==> config.mk <==
export PLATFORM = sky130hd
export DESIGN_NAME = div_arbiter
export DESIGN_NICKNAME = d
export VERILOG_FILES = /design/src/rtl/div_arbiter.sv
export SDC_FILE = /design/constraint.sdc
export NUM_CORES = 1
export LEC_CHECK = 0
export CAP_MARGIN = 10
export CORE_MARGIN = 2
export CORE_UTILIZATION = 41
export DETAILED_ROUTE_END_ITERATION = 16
export GPL_TIMING_DRIVEN = 0
export PLACE_DENSITY = 0.82
export SLEW_MARGIN = 10
export SYNTH_ARGS = -nofsm -noshare
export SYNTH_HDL_FRONTEND = slang
export SYNTH_SLANG_ARGS = --single-unit
==> constraint.sdc <==
create_clock -name clk -period 5.35 [get_ports clk]
set_input_delay 1.3375 -clock clk [delete_from_list [all_inputs] [get_ports clk]]
set_output_delay 1.3375 -clock clk [all_outputs]
set_load 0.05 [all_outputs]
==> src/rtl/div_arbiter.sv <==
// Two-requester round-robin front end for a shared multi-cycle divider.
// Zero divisors and divider timeouts complete with q=all-ones and err=1.
module div_arbiter #(
  parameter int TIMEOUT = 15
) (
  input  logic        clk,
  input  logic        clr,
  input  logic        req0,
  input  logic        req1,
  input  logic [31:0] a0,
  input  logic [31:0] b0,
  input  logic [31:0] a1,
  input  logic [31:0] b1,
  output logic [31:0] q,
  output logic [1:0]  done,
  output logic        err,
  output logic        busy,
  output logic [31:0] div_a,
  output logic [31:0] div_b,
  output logic        div_start,
  input  logic        div_ready,
  input  logic [31:0] div_q
);

  typedef enum logic [1:0] {
    IDLE  = 2'd0,
    START = 2'd1,
    WAIT  = 2'd2,
    DONE  = 2'd3
  } state_t;

  localparam logic [7:0] CNT_LAST = 8'(TIMEOUT - 1);

  state_t      state_q, state_d;
  logic        grant_q, grant_d;
  logic        last_q, last_d;
  logic [31:0] div_a_q, div_a_d;
  logic [31:0] div_b_q, div_b_d;
  logic [31:0] q_q, q_d;
  logic        err_q, err_d;
  logic [7:0]  cnt_q, cnt_d;

  logic        pick;
  logic [31:0] pick_a;
  logic [31:0] pick_b;

  // On a tie the requester not served last wins; a lone requester always wins.
  assign pick   = (req0 && req1) ? ~last_q : req1;
  assign pick_a = pick ? a1 : a0;
  assign pick_b = pick ? b1 : b0;

  always_comb begin
    state_d = state_q;
    grant_d = grant_q;
    last_d  = last_q;
    div_a_d = div_a_q;
    div_b_d = div_b_q;
    q_d     = q_q;
    err_d   = err_q;
    cnt_d   = cnt_q;
    unique case (state_q)
      IDLE: begin
        if (req0 || req1) begin
          grant_d = pick;
          div_a_d = pick_a;
          div_b_d = pick_b;
          if (pick_b == 32'h0) begin
            q_d     = 32'hFFFF_FFFF;
            err_d   = 1'b1;
            state_d = DONE;
          end else begin
            state_d = START;
          end
        end
      end
      START: begin
        cnt_d   = 8'd0;
        state_d = WAIT;
      end
      WAIT: begin
        // WAIT lasts at most TIMEOUT cycles; the last one gives up.
        if (div_ready) begin
          q_d     = div_q;
          err_d   = 1'b0;
          state_d = DONE;
        end else if (cnt_q == CNT_LAST) begin
          q_d     = 32'hFFFF_FFFF;
          err_d   = 1'b1;
          state_d = DONE;
        end else begin
          cnt_d = cnt_q + 8'd1;
        end
      end
      DONE: begin
        last_d  = grant_q;
        state_d = IDLE;
      end
      default: state_d = IDLE;
    endcase
  end

  always_ff @(posedge clk or posedge clr) begin
    if (clr) begin
      state_q <= IDLE;
      grant_q <= 1'b0;
      last_q  <= 1'b1;
      div_a_q <= 32'h0;
      div_b_q <= 32'h0;
      q_q     <= 32'h0;
      err_q   <= 1'b0;
      cnt_q   <= 8'd0;
    end else begin
      state_q <= state_d;
      grant_q <= grant_d;
      last_q  <= last_d;
      div_a_q <= div_a_d;
      div_b_q <= div_b_d;
      q_q     <= q_d;
      err_q   <= err_d;
      cnt_q   <= cnt_d;
    end
  end

  assign q         = q_q;
  assign err       = err_q;
  assign div_a     = div_a_q;
  assign div_b     = div_b_q;
  assign busy      = (state_q != IDLE);
  assign div_start = (state_q == START);
  assign done      = (state_q == DONE) ? (grant_q ? 2'b10 : 2'b01) : 2'b00;

endmodule
==> results of run 1 <==
layout make-up:
| type | instances | area share, % |
|---|---|---|
| timing repair buffer | 266 | 31.4 |
| tap | 172 | 2.52 |
| sequential | 109 | 31.9 |
| buffer | 30 | 2.08 |
| clock inverter | 3 | 0.498 |
| clock buffer | 13 | 3.16 |
| multi-input combinational | 349 | 26.6 |
| inverter | 40 | 1.82 |
state kept, by name, indices dropped and copies added (netlist names):
signal / cells
div_a: 32
grant_q: 1
q: 32
state_q: 2
div_b: 32
err: 1
cnt_q: 8
last_q: 1
power groups by stage:
stage	combinational, mW	sequential (mW)	clock (mW)
6_report	3.05	1.39	0.689
5_1_grt	3.22	1.43	0.743
4_1_cts	3.07	1.39	0.706
3_5_place_dp	3.06	1.40	0
3_3_place_gp	3.00	1.38	0
2_1_floorplan	0.817	2.53	0
logic make-up after synthesis:
kind of cell / share of synthesized area [%]
AND/OR/NAND/NOR: 12.4
flip-flops: 51.2
multiplexers: 18.2
AO/OA/AOI/OAI: 10.4
buffers and inverters: 6.15
adder cells (fa/ha/maj): 1.64
synth_stat cells, drive strengths merged, types with 3 or more instances:
cell type | number | area (um^2)
a21oi | 4 | 31.3
and2 | 3 | 18.8
buf | 14 | 118
clkbuf | 16 | 60.1
dfrtp | 108 | 2700
ha | 7 | 87.6
inv | 40 | 150
mux2i | 96 | 961
nand2 | 74 | 278
nand3 | 4 | 20.0
nand4 | 5 | 31.3
nor2 | 40 | 150
nor3 | 5 | 25.0
nor4 | 12 | 75.1
o21ai | 72 | 364
o31ai | 5 | 42.5
worst paths after layout:
| path | endpoint | slack (ns) | cells past startpoint |
|---|---|---|---|
| min in group asynchronous | q[26] | 1.36 | 2 |
| max reg2reg | div_a[26] | 2.97 | 8 |
| min | cnt_q[7] | 0.48 | 1 |
| max in group asynchronous | last_q | 3.30 | 3 |
| min reg2reg | cnt_q[7] | 0.48 | 1 |
| max | busy | 1.94 | 4 |
per-stage QoR:
stage | hold slack (ns) | worst slack [ns]
6_report | 0.482 | 1.94
5_1_grt | 0.507 | 1.81
4_1_cts | 0.484 | 1.91
3_5_place_dp | 0.471 | 1.62
3_3_place_gp | 0.464 | -0.329
2_1_floorplan | 0.445 | 1.14
per-layer routing:
metal	track usage, %	share of wire [%]	vias up
met5	0	0	-
met4	8.21	2.5	0
met3	5.04	6.1	28
met2	42.0	52	195
met1	26.6	40	2322
li1	-	-	2354
cell usage in the layout (no fill, tap or decap), types with 2 or more instances in the layout:
master / Yosys / layout
a21oi_1: 3 / 3
a22o_1: 2 / 2
a31oi_1: 2 / 2
and2_1: 3 / 3
buf_1: 3 / 3
buf_12: 3 / 3
buf_2: 7 / 7
clkbuf_1: 16 / 17
clkbuf_16: 0 / 9
clkbuf_8: 0 / 3
clkdlybuf4s50_1: 0 / 265
dfrtp_1: 108 / 108
ha_1: 7 / 7
inv_1: 40 / 39
mux2i_1: 96 / 96
nand2_1: 74 / 74
nand3_1: 4 / 4
nand4_1: 5 / 5
nor2_1: 40 / 40
nor2b_1: 2 / 2
nor3_1: 5 / 5
nor4_1: 12 / 12
o21ai_0: 21 / 21
o21ai_1: 50 / 50
o22ai_1: 2 / 2
o31ai_1: 4 / 4
==> impl_metrics.tcl, run 1 <==
set metrics [dict create \
    status "completed" \
    p_sw_share_pct 49.0 \
    p_leak_nw 3.77 \
    fin_crit_ns 3.41 \
    combPwrFrac_pct 59.5 \
    nets 977 \
    routed_wl_um 16000 \
    max_slew_margin_pct 47.6 \
    coreArea_um2 12700 \
    antennaDiodeCount 0 \
    die_h_um 118 \
    path_max_fanout 5 \
    start_util_pct 42.1 \
    final_area_um2 8540 \
    clk-insertion-delay-late_ns 0.34 \
    finalClockSkew_ns 0.00514 \
    avgSynthCellArea_um2 10.1 \
    endpoint_kind "output port" \
    cpMostUsedCell "inv_1" \
    hp-class "flop to flop" \
    area_delta_synth_final_pct 60.3 \
    critPathRequiredTime_ns 4.01 \
    drv_cap 0 \
    cts_buffer_depth 2 \
    cts_tree "done" \
    hpwl_um 12700 \
    grt_pass1_vias 5136 \
    cts_sinks 109 \
    wl_per_cell_um 16.3 \
    intPower_mw 2.62 \
    grt_pass1_wl_um 25800 \
    numCtsBuffers 9 \
    gp_routability_congestion 0.882 \
    setup_viol 0 \
    power.share.clock_pct 13.4 \
    vias 4899 \
    period_share_pct 63.8 \
    drt_pass1_iterations 5 \
    grt_overflow 0 \
    io_buffers 265 \
    arrival_ns 2.07 \
    seq_area_um2 2730 \
    cts_root_buffer "clkbuf_16" \
    crit_buf_inv 3 \
    clk_pin_slew_worst_paths_ns 0.07 \
    cts-resized-gates 0 \
    grt_max_degree 74 \
    cp_slowest_cell "clkdlybuf4s50_1" \
    postPlaceCellArea_um2 8230 \
    ys.flop_type "dfrtp_1" \
    regToRegStartpoint "state_q[0]" \
    grt_antenna_before_repair 0 \
    power_density_nw_per_um2 600 \
    pwr-share-seq_pct 27.1 \
    grt_use_total_pct 23.1 \
    maxSlewViolCount 0 \
    ys_ff_latch 109 \
    crit_start "state_q[0]" \
    htreeDepth 3 \
    power_mw 5.13 \
    drt_iter0_drc 185 \
    holdBufCountCts 0 \
    slowest_delay_ns 0.83 \
    synthCells 528 \
    grt_setup_unrepaired "no" \
    crit_family "buffers and inverters" \
    die_area_um2 13900 \
    layout-drive-gt1-share_pct 4.32 \
    post_cts_buffers 0 \
    ant_nets 0 \
    boundaryPins 266 \
    die_w_um 118 \
    p_switching_mw 2.51 \
    utilization_pct 67.4 \
    ys_seq_area_share_pct 51.2 \
    hp-start "cnt_q[7]" \
    path_class "flop to output port" \
    ys_warn_count 0 \
    syn-cell-area_um2 5330 \
    peakVddDrop_mv 0.325 \
    syn-num-nets 700 \
    start_kind "flop" \
    worstMarginPinSlew_ns 0.786 \
    tns_ns 0 \
    drc_errors 0 \
    fin_cells 982 \
    synthArstFlopShare_pct 100 \
    viasPerCell 4.99 \
    dpl.cell_count 966 \
    rows 41 \
    max_freq_ghz 0.293 \
    multi_input_area_um2 2270 \
    cp_cell_sequence "inv_1 -> ha_1 -> inv_1 -> clkdlybuf4s50_1" \
    fillers 969 \
    synth_cell_types 42 \
    hold_viol_final 0 \
    synth-edff-count 0 \
]
Note: power is estimated with default switching activity, not from simulation.
==> run 2: changes to the inputs <==
==> constraint.sdc (replaced) <==
create_clock -name clk -period 3.4 [get_ports clk]
set_input_delay 0.85 -clock clk [delete_from_list [all_inputs] [get_ports clk]]
set_output_delay 0.85 -clock clk [all_outputs]
set_load 0.05 [all_outputs]
==> run 2 against run 1 <==
  * Final area grew 0.62%
  * Combinational power grew 58%
  * Die area is the same
  * Clock power grew 65%
  * Highest routed layer unchanged
==> impl_metrics.tcl, run 2 (synthesized netlist as in run 1, its figures left out) <==
set metrics [dict create \
    status "completed" \
    cts_tree "done" \
    r2r_cells 8 \
    hpwl_um 13200 \
    worstMarginPinSlew_ns 0.725 \
    cpMostUsedCell "inv_1" \
    setup_viol 0 \
    highest_layer "met4" \
    cp_cell_sequence "inv_1 -> ha_1 -> inv_1 -> clkdlybuf4s50_1" \
    path_class "flop to output port" \
    clk_pin_slew_worst_paths_ns 0.07 \
    hp-class "flop to flop" \
    hold_viol_final 0 \
    grt_pass1_wl_um 26800 \
    max_slew_margin_pct 51.7 \
    start_util_pct 42.1 \
    start_kind "flop" \
    io_buffers 265 \
    reg2reg_slack_ns 1.07 \
    routed_wl_um 16400 \
    die_h_um 118 \
    vias 4970 \
    cts_root_buffer "clkbuf_16" \
    viasPerCell 5.05 \
    fillers 964 \
    drv_cap 0 \
    holdBufCountCts 0 \
    hold-path-endpoint "div_b[31]" \
    peakVddDrop_mv 0.523 \
    drt_pass1_iterations 4 \
    dr_wl_met3_um 1050 \
    final_cell_mix "clkdlybuf4s50_1, dfrtp_1, mux2i_1" \
    htreeDepth 3 \
    cts_sinks 109 \
    die_area_um2 13900 \
    fin_crit_ns 2.93 \
    grt_pass1_vias 5404 \
    cp_slowest_cell "clkdlybuf4s50_1" \
    maxSlewViolCount 0 \
    drt_iter0_drc 186 \
    fin_hold_ws_ns 0.485 \
    period_share_pct 86.2 \
    critPathRequiredTime_ns 2.55 \
    numCtsBuffers 9 \
    slowest_delay_ns 0.83 \
    grt_antenna_before_repair 0 \
    p_leak_nw 3.79 \
    cts-resized-gates 0 \
    grt_overflow 0 \
    tns_ns 0 \
    drc_errors 0 \
    antennaDiodeCount 0 \
    wirelength_met1_um 6390 \
    area_delta_synth_final_pct 61.3 \
    grt_setup_unrepaired "no" \
    post_cts_buffers 0 \
    cts_buffer_depth 2 \
    path_max_fanout 5 \
    finalClockSkew_ns 0.00569 \
    hp-start "div_b[31]" \
    rows 41 \
    die_w_um 118 \
    power_density_nw_per_um2 947 \
    grt_max_degree 37 \
    coreArea_um2 12700 \
    reg2reg_to "div_a[23]" \
    max_freq_ghz 0.341 \
    clk-insertion-delay-late_ns 0.34 \
    gp_routability_congestion 0.809 \
    met2WireLength_um 8510 \
    regToRegStartpoint "state_q[0]" \
    min_path_cells 2 \
    boundaryPins 266 \
    grt_use_total_pct 23.8 \
    nets 979 \
    layout_commonest_cell "clkdlybuf4s50_1" \
    endpoint_kind "output port" \
    arrival_ns 2.08 \
    wl_per_cell_um 16.6 \
    layout-drive-gt1-share_pct 4.56 \
    ant_nets 0 \
]
[run 2: cell types whose count changed in the layout (fill, tap and decap cells not counted), sizes merged]
cell    change
buf         +2
bufinv      +1
clkbuf      -1
clkinv      +1
inv         -1
[run 2: layout make-up]
type / instances / area [um^2] / share of cell area (%)
plain buffers: 30 / 178 / 2.07
clock buffers: 12 / 256 / 2.98
clock inverters: 4 / 70.1 / 0.815
inverters: 40 / 154 / 1.79
multi-input cells: 349 / 2270 / 26.4
flip-flops and latches: 109 / 2730 / 31.7
well taps: 172 / 215 / 2.50
repair buffers: 268 / 2720 / 31.6
[run 2: per-stage QoR]
step | worst slack, ns | power [mW] | std cells | instance area (um^2) | utilization [%]
after floorplan | 1.15 | 5.26 | 528 | 5330 | -
after global placement | 0.214 | 6.89 | 965 | 8200 | 64.7
after detailed placement | 0.170 | 7.03 | 968 | 8270 | 65.3
after CTS | 0.451 | 8.19 | 984 | 8600 | 67.8
after global routing | 0.346 | 8.54 | 984 | 8600 | 67.8
final | 0.469 | 8.14 | 984 | 8600 | 67.8
[run 2: routing by layer]
metal / up-vias / global-route usage (%)
li1: 2358 / -
met1: 2375 / 26.7
met2: 204 / 44.1
met3: 33 / 5.09
met4: 0 / 8.89
met5: - / 0
[run 2: where the power goes]
group          internal, mW  switching (mW)  leakage [nW]
clock                 0.684           0.455         0.163
combinational          1.63            3.17          2.38
sequential             1.86           0.333          1.25
[run 2: how the worst max path moves through the flow]
stage / slack [ns] / to / cells after the start / start
global route: 0.35 / busy / 4 / state_q[0]
finish: 0.47 / busy / 4 / state_q[0]
floorplan: 1.15 / q[0] / 7 / req1
global placement: 0.21 / div_a[1] / 2 / clr
CTS: 0.45 / busy / 4 / state_q[0]
detailed placement: 0.17 / q[16] / 8 / b0[1]
[run 2: worst max-delay path, delay by kind of cell (launching register included)]
| family | cells | cell delay, ns |
|---|---|---|
| adders and majority gates | 1 | 0.28 |
| buffers and inverters | 3 | 1.07 |
| DFF | 1 | 0.40 |
==> run 3: changes to the inputs <==
--- a/config.mk
+++ b/config.mk
@@ -6,6 +6,7 @@
 export NUM_CORES = 1
 export LEC_CHECK = 0
 export CAP_MARGIN = 10
+export CORE_ASPECT_RATIO = 0.8
 export CORE_MARGIN = 2
 export CORE_UTILIZATION = 41
 export DETAILED_ROUTE_END_ITERATION = 16
==> run 3 against run 2 <==
  * Non-clock buffer count is 1 lower
  * Sequential cell count unchanged
  * Die area is essentially flat
  * Combinational power is essentially flat
  * Critical endpoint is now div_a[23]
  * Highest routed layer unchanged
==> impl_metrics.tcl, run 3 (synthesized netlist as in run 1, its figures left out) <==
set metrics [dict create \
    clk_pin_slew_worst_paths_ns 0.08 \
    tns_ns 0 \
    p_sw_share_pct 49.6 \
    seq_area_um2 2730 \
    endpoint_kind "flop" \
    reg2reg_slack_ns 0.84 \
    start_kind "input pin" \
    numCtsBuffers 9 \
    ant_nets 0 \
    hpwl_um 13700 \
    arrival_ns 3.29 \
    path_class "input pin to flop" \
    drt_pass1_iterations 4 \
    grt_pass1_vias 5152 \
    grt_setup_unrepaired "no" \
    cpMostUsedCell "clkbuf_1" \
    power_density_nw_per_um2 945 \
    hp-class "flop to flop" \
    rows 37 \
    peakVddDrop_mv 0.579 \
    viasPerCell 5.02 \
    status "completed" \
    die_area_um2 13900 \
    routed_wl_um 16900 \
    drt_iter0_drc 237 \
    worstMarginPinSlew_ns 0.786 \
    min_path_cells 2 \
    grt_overflow 0 \
    regToRegStartpoint "state_q[0]" \
    reg2reg_to "div_a[23]" \
    nets 978 \
    area_delta_synth_final_pct 60.5 \
    boundaryPins 266 \
    holdBufCountCts 0 \
    cts_buffer_depth 2 \
    cts_root_buffer "clkbuf_16" \
    critPathRequiredTime_ns 3.66 \
    post_cts_buffers 0 \
    htreeDepth 3 \
    grt_antenna_before_repair 0 \
    grt_max_degree 40 \
    gp_routability_congestion 0.909 \
    drc_errors 0 \
    fillers 995 \
    die_w_um 131 \
    cts_sinks 109 \
    io_buffers 265 \
    clk-insertion-delay-late_ns 0.34 \
    pwr-share-seq_pct 27.0 \
    r2r_cells 8 \
    hold_viol_final 0 \
    grt_use_total_pct 24.6 \
    finalClockSkew_ns 0.00451 \
    max_freq_ghz 0.330 \
    hold-path-endpoint "div_b[21]" \
    antennaDiodeCount 0 \
    start_util_pct 41.7 \
    p_leak_nw 3.77 \
    fin_hold_ws_ns 0.486 \
    max_slew_margin_pct 47.5 \
    coreArea_um2 12800 \
    layout-drive-gt1-share_pct 4.56 \
    vias 4945 \
    fin_crit_ns 3.03 \
    power.share.clock_pct 13.5 \
    final_cell_mix "clkdlybuf4s50_1, dfrtp_1, mux2i_1" \
    drv_cap 0 \
    combPwrFrac_pct 59.5 \
    multi_input_area_um2 2270 \
    period_share_pct 89.2 \
    maxSlewViolCount 0 \
    wl_per_cell_um 17.2 \
    cp_cell_sequence "clkdlybuf4s50_1 -> o21ai_0 -> clkbuf_1 -> clkbuf_1 -> buf_2 -> nand2_1 -> o21ai_1" \
    cts_tree "done" \
    grt_pass1_wl_um 27100 \
    slowest_delay_ns 0.51 \
    cts-resized-gates 0 \
    intPower_mw 4.07 \
    hp-start "div_b[21]" \
    die_h_um 106 \
    path_max_fanout 10 \
    layout_commonest_cell "clkdlybuf4s50_1" \
    cp_slowest_cell "o21ai_0" \
    p_switching_mw 4.01 \
    setup_viol 0 \
]
run 3: cell count changes in the layout (fill, tap and decap cells not counted):
cell        before  now
buf_16           1    0
bufinv_16        2    1
clkbuf_1        17   16
clkbuf_8         2    0
clkinv_2         2    1
clkinv_4         0    1
clkinvlp_4       1    2
inv_6            0    1
inv_8            0    2
run 3: metrics by stage:
stage | worst slack (ns) | total power, mW | util [%] | cell area [um^2] | cells
after floorplan | 1.15 | 5.26 | - | 5330 | 528
after global placement | -0.00420 | 6.90 | 64.2 | 8210 | 968
after detailed placement | -0.0178 | 7.03 | 64.5 | 8250 | 970
after CTS | 0.347 | 8.15 | 66.9 | 8550 | 986
after global routing | 0.101 | 8.50 | 66.9 | 8550 | 986
final | 0.368 | 8.08 | 66.9 | 8550 | 986
run 3: area by class of cell:
| class | instances | share of cell area [%] |
|---|---|---|
| flip-flops and latches | 109 | 31.9 |
| multi-input cells | 349 | 26.6 |
| clock buffers | 9 | 2.63 |
| well taps | 175 | 2.56 |
| repair buffers | 267 | 31.5 |
| plain buffers | 30 | 2.08 |
| clock inverters | 7 | 0.965 |
| inverters | 40 | 1.80 |
run 3: worst max path at each step:
| stage | end | startpoint | slack, ns |
|---|---|---|---|
| CTS | div_a[23] | req0 | 0.35 |
| global route | div_a[23] | req0 | 0.10 |
| floorplan | q[0] | req1 | 1.15 |
| finish | div_a[23] | req0 | 0.37 |
| detailed placement | div_a[23] | req0 | -0.02 |
| global placement | div_a[23] | req0 | -0.004 |
run 3: worst max-delay path, delay by kind of cell:
kind                   cells  cell delay, ns
buffers and inverters      4            1.75
AOI/OAI and AO/OA          2            0.61
and+or+nand+nor            1            0.08
run 3: per-layer routing:
| metal | up-vias | part of all wire (%) | track usage [%] | routed length (um) |
|---|---|---|---|---|
| li1 | 2354 | - | - | - |
| met1 | 2335 | 40 | 29.3 | 6790 |
| met2 | 229 | 49 | 43.0 | 8320 |
| met3 | 27 | 8.1 | 6.68 | 1360 |
| met4 | 0 | 2.7 | 8.93 | 450 |
| met5 | - | 0 | 0 | 0 |
run 3: power by group through the flow:
stage | Clock [mW] | Combinational, mW | Sequential [mW]
global route | 1.17 | 5.07 | 2.26
finish | 1.09 | 4.81 | 2.18
CTS | 1.13 | 4.83 | 2.19
detailed placement | 0 | 4.82 | 2.21
global placement | 0 | 4.73 | 2.17
floorplan | 0 | 1.29 | 3.98
